File: config.mk
export PLATFORM = sky130hd
export DESIGN_NAME = music_note_sequencer
export DESIGN_NICKNAME = d
export VERILOG_FILES = /design/src/rtl/music_pkg.sv /design/src/rtl/music_note_sequencer_rom.sv /design/src/rtl/music_note_sequencer.sv
export SDC_FILE = /design/constraint.sdc
export NUM_CORES = 1
export LEC_CHECK = 0
export BUFFER_PORTS_ARGS = -buffer_cell sky130_fd_sc_hd__buf_2
export CAP_MARGIN = 20
export CORE_ASPECT_RATIO = 0.8
export CORE_MARGIN = 4
export CORE_UTILIZATION = 52
export DETAILED_ROUTE_END_ITERATION = 6
export PLACE_DENSITY_LB_ADDON = 0.08
export SYNTH_ARGS = -nofsm -noshare
export SYNTH_HDL_FRONTEND = slang
export SYNTH_HIERARCHICAL = 1
export SYNTH_SLANG_ARGS = --single-unit
File: constraint.sdc
create_clock -name sys_clk -period 1.6 [get_ports sys_clk]
set_clock_uncertainty 0.15 [all_clocks]
set_input_delay 0.24 -clock sys_clk [delete_from_list [all_inputs] [get_ports sys_clk]]
set_output_delay 0.24 -clock sys_clk [all_outputs]
set_load 0.03 [all_outputs]
File: src/rtl/music_pkg.sv
// Shared types for the melody sequencer: score entry layout, FSM states and
// the note-code to DDS tuning-word table (100 MHz reference, 32-bit accumulator).
package music_pkg;

  localparam int unsigned NOTE_W  = 5;
  localparam int unsigned DUR_W   = 3;
  localparam int unsigned ENTRY_W = NOTE_W + DUR_W;

  localparam logic [NOTE_W-1:0] NOTE_REST = 5'd0;
  localparam logic [NOTE_W-1:0] NOTE_A4   = 5'd10;

  typedef struct packed {
    logic [NOTE_W-1:0] note;
    logic [DUR_W-1:0]  dur;
  } score_entry_t;

  typedef enum logic [2:0] {
    ST_IDLE,
    ST_FETCH,
    ST_LOAD,
    ST_PLAY,
    ST_DONE
  } state_t;

  // Equal temperament, note 1 = C4 ... note 31 = F#6, FTW = round(f * 2^32 / 100e6).
  function automatic logic [31:0] note_to_ftw(input logic [NOTE_W-1:0] note);
    case (note)
      5'd1:    return 32'd11237;
      5'd2:    return 32'd11905;
      5'd3:    return 32'd12613;
      5'd4:    return 32'd13363;
      5'd5:    return 32'd14157;
      5'd6:    return 32'd14999;
      5'd7:    return 32'd15891;
      5'd8:    return 32'd16836;
      5'd9:    return 32'd17837;
      NOTE_A4: return 32'd18898;
      5'd11:   return 32'd20022;
      5'd12:   return 32'd21212;
      5'd13:   return 32'd22473;
      5'd14:   return 32'd23810;
      5'd15:   return 32'd25226;
      5'd16:   return 32'd26726;
      5'd17:   return 32'd28315;
      5'd18:   return 32'd29998;
      5'd19:   return 32'd31782;
      5'd20:   return 32'd33672;
      5'd21:   return 32'd35674;
      5'd22:   return 32'd37796;
      5'd23:   return 32'd40043;
      5'd24:   return 32'd42424;
      5'd25:   return 32'd44947;
      5'd26:   return 32'd47620;
      5'd27:   return 32'd50451;
      5'd28:   return 32'd53451;
      5'd29:   return 32'd56630;
      5'd30:   return 32'd59997;
      5'd31:   return 32'd63565;
      default: return 32'd0;
    endcase
  endfunction

endpackage

File: src/rtl/music_note_sequencer_rom.sv
// Synchronous-read score ROM; contents come from the SCORE parameter with
// entry i held in bits [ENTRY_W*i +: ENTRY_W].
module music_score_rom
  import music_pkg::*;
#(
  parameter int unsigned                     ADDR_W = 6,
  parameter logic [(ENTRY_W << ADDR_W)-1:0] SCORE  = '0
) (
  input  logic              clk_i,
  input  logic              rst_i,
  input  logic [ADDR_W-1:0] addr_i,
  output score_entry_t      data_o
);

  localparam int unsigned SHIFT = $clog2(ENTRY_W);

  logic [ADDR_W+SHIFT-1:0] base;
  score_entry_t            data_q;

  assign base = {addr_i, SHIFT'(0)};

  always_ff @(posedge clk_i or posedge rst_i) begin
    if (rst_i) data_q <= '0;
    else       data_q <= SCORE[base +: ENTRY_W];
  end

  assign data_o = data_q;

endmodule

File: src/rtl/music_note_sequencer.sv
// Melody sequencer: walks the score ROM on beat ticks and drives the DDS
// tuning word and note-on flag, with start/stop, end marker and optional loop.
module music_note_sequencer
  import music_pkg::*;
#(
  parameter int unsigned                     ADDR_W = 6,
  parameter int unsigned                     FTW_W  = 32,
  parameter bit                              LOOP   = 1'b0,
  parameter logic [(ENTRY_W << ADDR_W)-1:0] SCORE  = '0
) (
  input  logic              sys_clk,
  input  logic              rst,
  input  logic              beat_in,
  input  logic              play,
  output logic [FTW_W-1:0]  ftw,
  output logic              note_on,
  output logic [ADDR_W-1:0] note_idx,
  output logic              busy,
  output logic              song_done
);

  state_t             state_q, state_d;
  logic [ADDR_W-1:0]  addr_q, addr_d;
  logic [ADDR_W-1:0]  note_idx_q, note_idx_d;
  logic [DUR_W-1:0]   beat_cnt_q, beat_cnt_d;
  logic [FTW_W-1:0]   ftw_q, ftw_d;
  logic               note_on_q, note_on_d;
  logic               song_done_q, song_done_d;
  logic               beat_s1_q, beat_s2_q, beat_prev_q, tick_q;
  score_entry_t       entry;

  music_score_rom #(
    .ADDR_W (ADDR_W),
    .SCORE  (SCORE)
  ) u_rom (
    .clk_i  (sys_clk),
    .rst_i  (rst),
    .addr_i (addr_q),
    .data_o (entry)
  );

  always_ff @(posedge sys_clk or posedge rst) begin
    if (rst) begin
      beat_s1_q   <= 1'b0;
      beat_s2_q   <= 1'b0;
      beat_prev_q <= 1'b0;
      tick_q      <= 1'b0;
    end else begin
      beat_s1_q   <= beat_in;
      beat_s2_q   <= beat_s1_q;
      beat_prev_q <= beat_s2_q;
      tick_q      <= beat_s2_q & ~beat_prev_q;
    end
  end

  always_ff @(posedge sys_clk or posedge rst) begin
    if (rst) begin
      state_q     <= ST_IDLE;
      addr_q      <= '0;
      note_idx_q  <= '0;
      beat_cnt_q  <= '0;
      ftw_q       <= '0;
      note_on_q   <= 1'b0;
      song_done_q <= 1'b0;
    end else begin
      state_q     <= state_d;
      addr_q      <= addr_d;
      note_idx_q  <= note_idx_d;
      beat_cnt_q  <= beat_cnt_d;
      ftw_q       <= ftw_d;
      note_on_q   <= note_on_d;
      song_done_q <= song_done_d;
    end
  end

  always_comb begin
    state_d     = state_q;
    addr_d      = addr_q;
    note_idx_d  = note_idx_q;
    beat_cnt_d  = beat_cnt_q;
    ftw_d       = ftw_q;
    note_on_d   = note_on_q;
    song_done_d = 1'b0;
    if (!play) begin
      state_d    = ST_IDLE;
      addr_d     = '0;
      note_idx_d = '0;
      beat_cnt_d = '0;
      ftw_d      = '0;
      note_on_d  = 1'b0;
    end else begin
      case (state_q)
        ST_IDLE: begin
          addr_d    = '0;
          ftw_d     = '0;
          note_on_d = 1'b0;
          state_d   = ST_FETCH;
        end
        ST_FETCH: state_d = ST_LOAD;
        ST_LOAD: begin
          // note_idx follows the end marker too, so a looping score shows its last address.
          note_idx_d = addr_q;
          if (entry.dur == '0) begin
            song_done_d = 1'b1;
            ftw_d       = '0;
            note_on_d   = 1'b0;
            if (LOOP) begin
              addr_d  = '0;
              state_d = ST_FETCH;
            end else begin
              state_d = ST_DONE;
            end
          end else begin
            ftw_d      = FTW_W'(note_to_ftw(entry.note));
            note_on_d  = (entry.note != NOTE_REST);
            beat_cnt_d = entry.dur;
            state_d    = ST_PLAY;
          end
        end
        ST_PLAY: begin
          if (tick_q) begin
            if (beat_cnt_q == DUR_W'(1)) begin
              addr_d  = addr_q + 1'b1;
              state_d = ST_FETCH;
            end else begin
              beat_cnt_d = beat_cnt_q - 1'b1;
            end
          end
        end
        ST_DONE: begin
          ftw_d     = '0;
          note_on_d = 1'b0;
        end
        default: state_d = ST_IDLE;
      endcase
    end
  end

  assign ftw       = ftw_q;
  assign note_on   = note_on_q;
  assign note_idx  = note_idx_q;
  assign song_done = song_done_q;
  assign busy      = (state_q == ST_FETCH) || (state_q == ST_LOAD) || (state_q == ST_PLAY);

endmodule

==> impl_metrics.tcl <==
set metrics [dict create \
    status "finished, final reports clean" \
    synth.distinct_cells 55 \
    n_antenna_cell 0 \
    grt_pass1_wl_um 10900 \
    ff_latch_area_um2 1000 \
    clock_path_buffers 2 \
    syn_avg_cell_area_um2 8.92 \
    whs_path_depth 3 \
    grt_start_max_net_pins 41 \
    synth_top_cell_by_area "dfrtp_1" \
    fin_crit_sh_pct 98.9 \
    drt_iter0_markers 254 \
    numPortBuffers 28 \
    yosysSeqAreaShare_pct 35.9 \
    cp_data_arrival_time_ns 1.19 \
    drv_slew 0 \
    setup_viol 0 \
    mostFrequentLayoutCells "dfrtp_1, nand2_1, buf_2" \
    critical_path.most_common_cell "nor2_2" \
    drc 0 \
    boundaryPins 45 \
    drv_cap 0 \
    crit_buf_inv 2 \
    vias 2378 \
    synth_async_sr_flop_share_pct 100 \
    fin_nets 359 \
    peakVddDrop_v 0.000625 \
    crit_chain "buf_6 -> nor2_2 -> nor2_2 -> buf_4" \
    routedWlPerCell_um 16.2 \
    rrSetupSlack_ns 0.02 \
    cts-buffers-inserted 5 \
    powerDensity_nw_per_um2 794 \
    relSlewSlack_pct 57.5 \
    crit_family "flip-flops" \
    cts_tree "yes" \
    fin_crit_ns 1.58 \
    layout_commonest_cell "dfrtp_1" \
    place_ws_ns -0.0518 \
    instances_no_fill 407 \
    startpoint_type "flop" \
    worstMarginPinSlew_ns 0.633 \
    setup_ws_ns 0.0181 \
    gr-usage-all-layers_pct 20.3 \
    drive_gt1_share_pct 23.8 \
    first_pass_iters 4 \
    hold_viol 0 \
    num_rows 23 \
    crit_type "flop to output pin" \
    synthFlopType "dfrtp_1" \
    root_buffer "clkbuf_8" \
    clock-sinks 40 \
    critPathRequiredTime_ns 1.21 \
    clock_latency_ns 0.29 \
    gr-total-overflow 0 \
    wl_um 6590 \
    areaGrowthSynthToFinish_pct 14.0 \
    viasPerCell 5.84 \
    cpPeakStageDelay_ns 0.47 \
    dp_hpwl_um 4500 \
    core-area_um2 5090 \
    initial_utilization_pct 54.8 \
    htreeDepth 2 \
    synth_edf_count 0 \
    synth_seq_cells 40 \
    die_width_um 89.9 \
    dieArea_um2 6610 \
    r2r_cells 5 \
    yosys_warnings 6 \
    dp.cells 392 \
    syn-cell-area_um2 2790 \
    cp_slowest_cell "dfrtp_2" \
    rsz0062_at_grt "true" \
    grt_pass1_vias 2162 \
    crit_fanout 5 \
    synth_top_area_share_pct 35.9 \
    synth_top_cells_by_area "dfrtp_1, buf_4, ha_1, nand2_1, o21ai_0" \
    antenna_found_initial 0 \
    end_kind "output pin" \
    gp_congestion 0.902 \
    cts.clk_slew.worst_paths_ns 0.08 \
    p_leak_nw 1.45 \
    fillCellCount 433 \
    multi_input_area_um2 1620 \
    die-height_um 73.5 \
    synthCells 313 \
    crit_cells 4 \
    hold_path_class "primary input to flop" \
    max_freq_ghz 0.632 \
    whs_ns 0.161 \
    ant_nets 0 \
]
-- worst reg2reg max path: cells and delay by family, from the launching register on --
kind	cells	cell delay (ns)
AOI/OAI and AO/OA	2	0.41
buffers and inverters	2	0.29
DFF	1	0.47
and+or+nand+nor	1	0.13
-- synth_stat cells, types with 4 or more instances --
cell      instances
o21ai_0          21
nand2_1          28
dfrtp_1          40
a21oi_1          18
buf_4            24
a32o_1            5
ha_1             11
nand3_1           7
o211ai_1          7
nor3_1            4
clkbuf_1          4
a22o_1            5
inv_1            11
nor2_1           14
nor2b_1           9
nand2b_1         12
o21ai_1          10
buf_2            13
a31oi_1           4
-- state kept, by name (all words and copies together) (netlist names), 3 cells and up --
| signal | flops |
|---|---|
| ftw | 16 |
| addr_q | 6 |
| note_idx | 6 |
| beat_cnt_q | 3 |
| state_q | 3 |
-- per-stage QoR --
stage | power, mW | cell area, um^2 | setup TNS, ns | util, %
after floorplan | 1.55 | 2880 | 0 | -
after global placement | 1.58 | 2920 | -0.0427 | 57.2
after detailed placement | 1.58 | 2920 | -0.0885 | 57.2
after CTS | 2.43 | 3080 | 0 | 60.4
after global routing | 2.66 | 3180 | -0.0613 | 62.5
final | 2.53 | 3180 | 0 | 62.5
-- logic make-up after synthesis --
kind of cell	synth area share (%)
AO/OA/AOI/OAI	24.4
AND/OR/NAND/NOR	18.1
buffers and inverters	11.9
flip-flops	35.9
adder cells (fa/ha/maj)	4.93
multiplexers	4.57
other	0.269
-- layout make-up --
cell class	instances	share of cell area (%)
Multi-Input combinational cell	239	50.8
Clock buffer	5	2.16
Tap cell	62	2.44
Inverter	12	1.42
Clock inverter	3	1.34
Timing Repair Buffer	46	10.3
Sequential cell	40	31.6
-- per-layer routing --
layer	global-route usage, %	part of all wire, %	vias to the layer above
met5	0	0	-
met4	3.74	0.58	0
li1	-	-	1156
met2	28.7	40	95
met1	31.0	50	1122
met3	6.04	8.9	5
-- repair_timing --
item	CTS	global route
hold endpoints to repair	41	0
setup endpoints to repair	4	12
resized for setup	7	18
buffers inserted	2	3
pin swaps	1	9
hold buffers	2	0
-- path summary, 6_finish.rpt --
kind | endpoint | startpoint
worst max register to register | beat_cnt_q[2]$_DFFE_PP0P_ | state_q[0]$_DFFE_PP0P_
max in group asynchronous | state_q[0]$_DFFE_PP0P_ | rst
min in group asynchronous | note_idx[0]$_DFFE_PP0P_ | rst
worst max-delay path | busy | state_q[0]$_DFFE_PP0P_
worst min-delay path | state_q[1]$_DFFE_PP0P_ | play
worst min register to register | beat_s2_q$_DFF_PP0_ | beat_s1_q$_DFF_PP0_
-- power breakdown --
part,internal [mW],total (mW),switching (mW)
clock network,0.462,0.833,0.371
logic,0.226,0.627,0.401
registers,1.04,1.07,0.0235
Power figures use the tool's default switching activity.
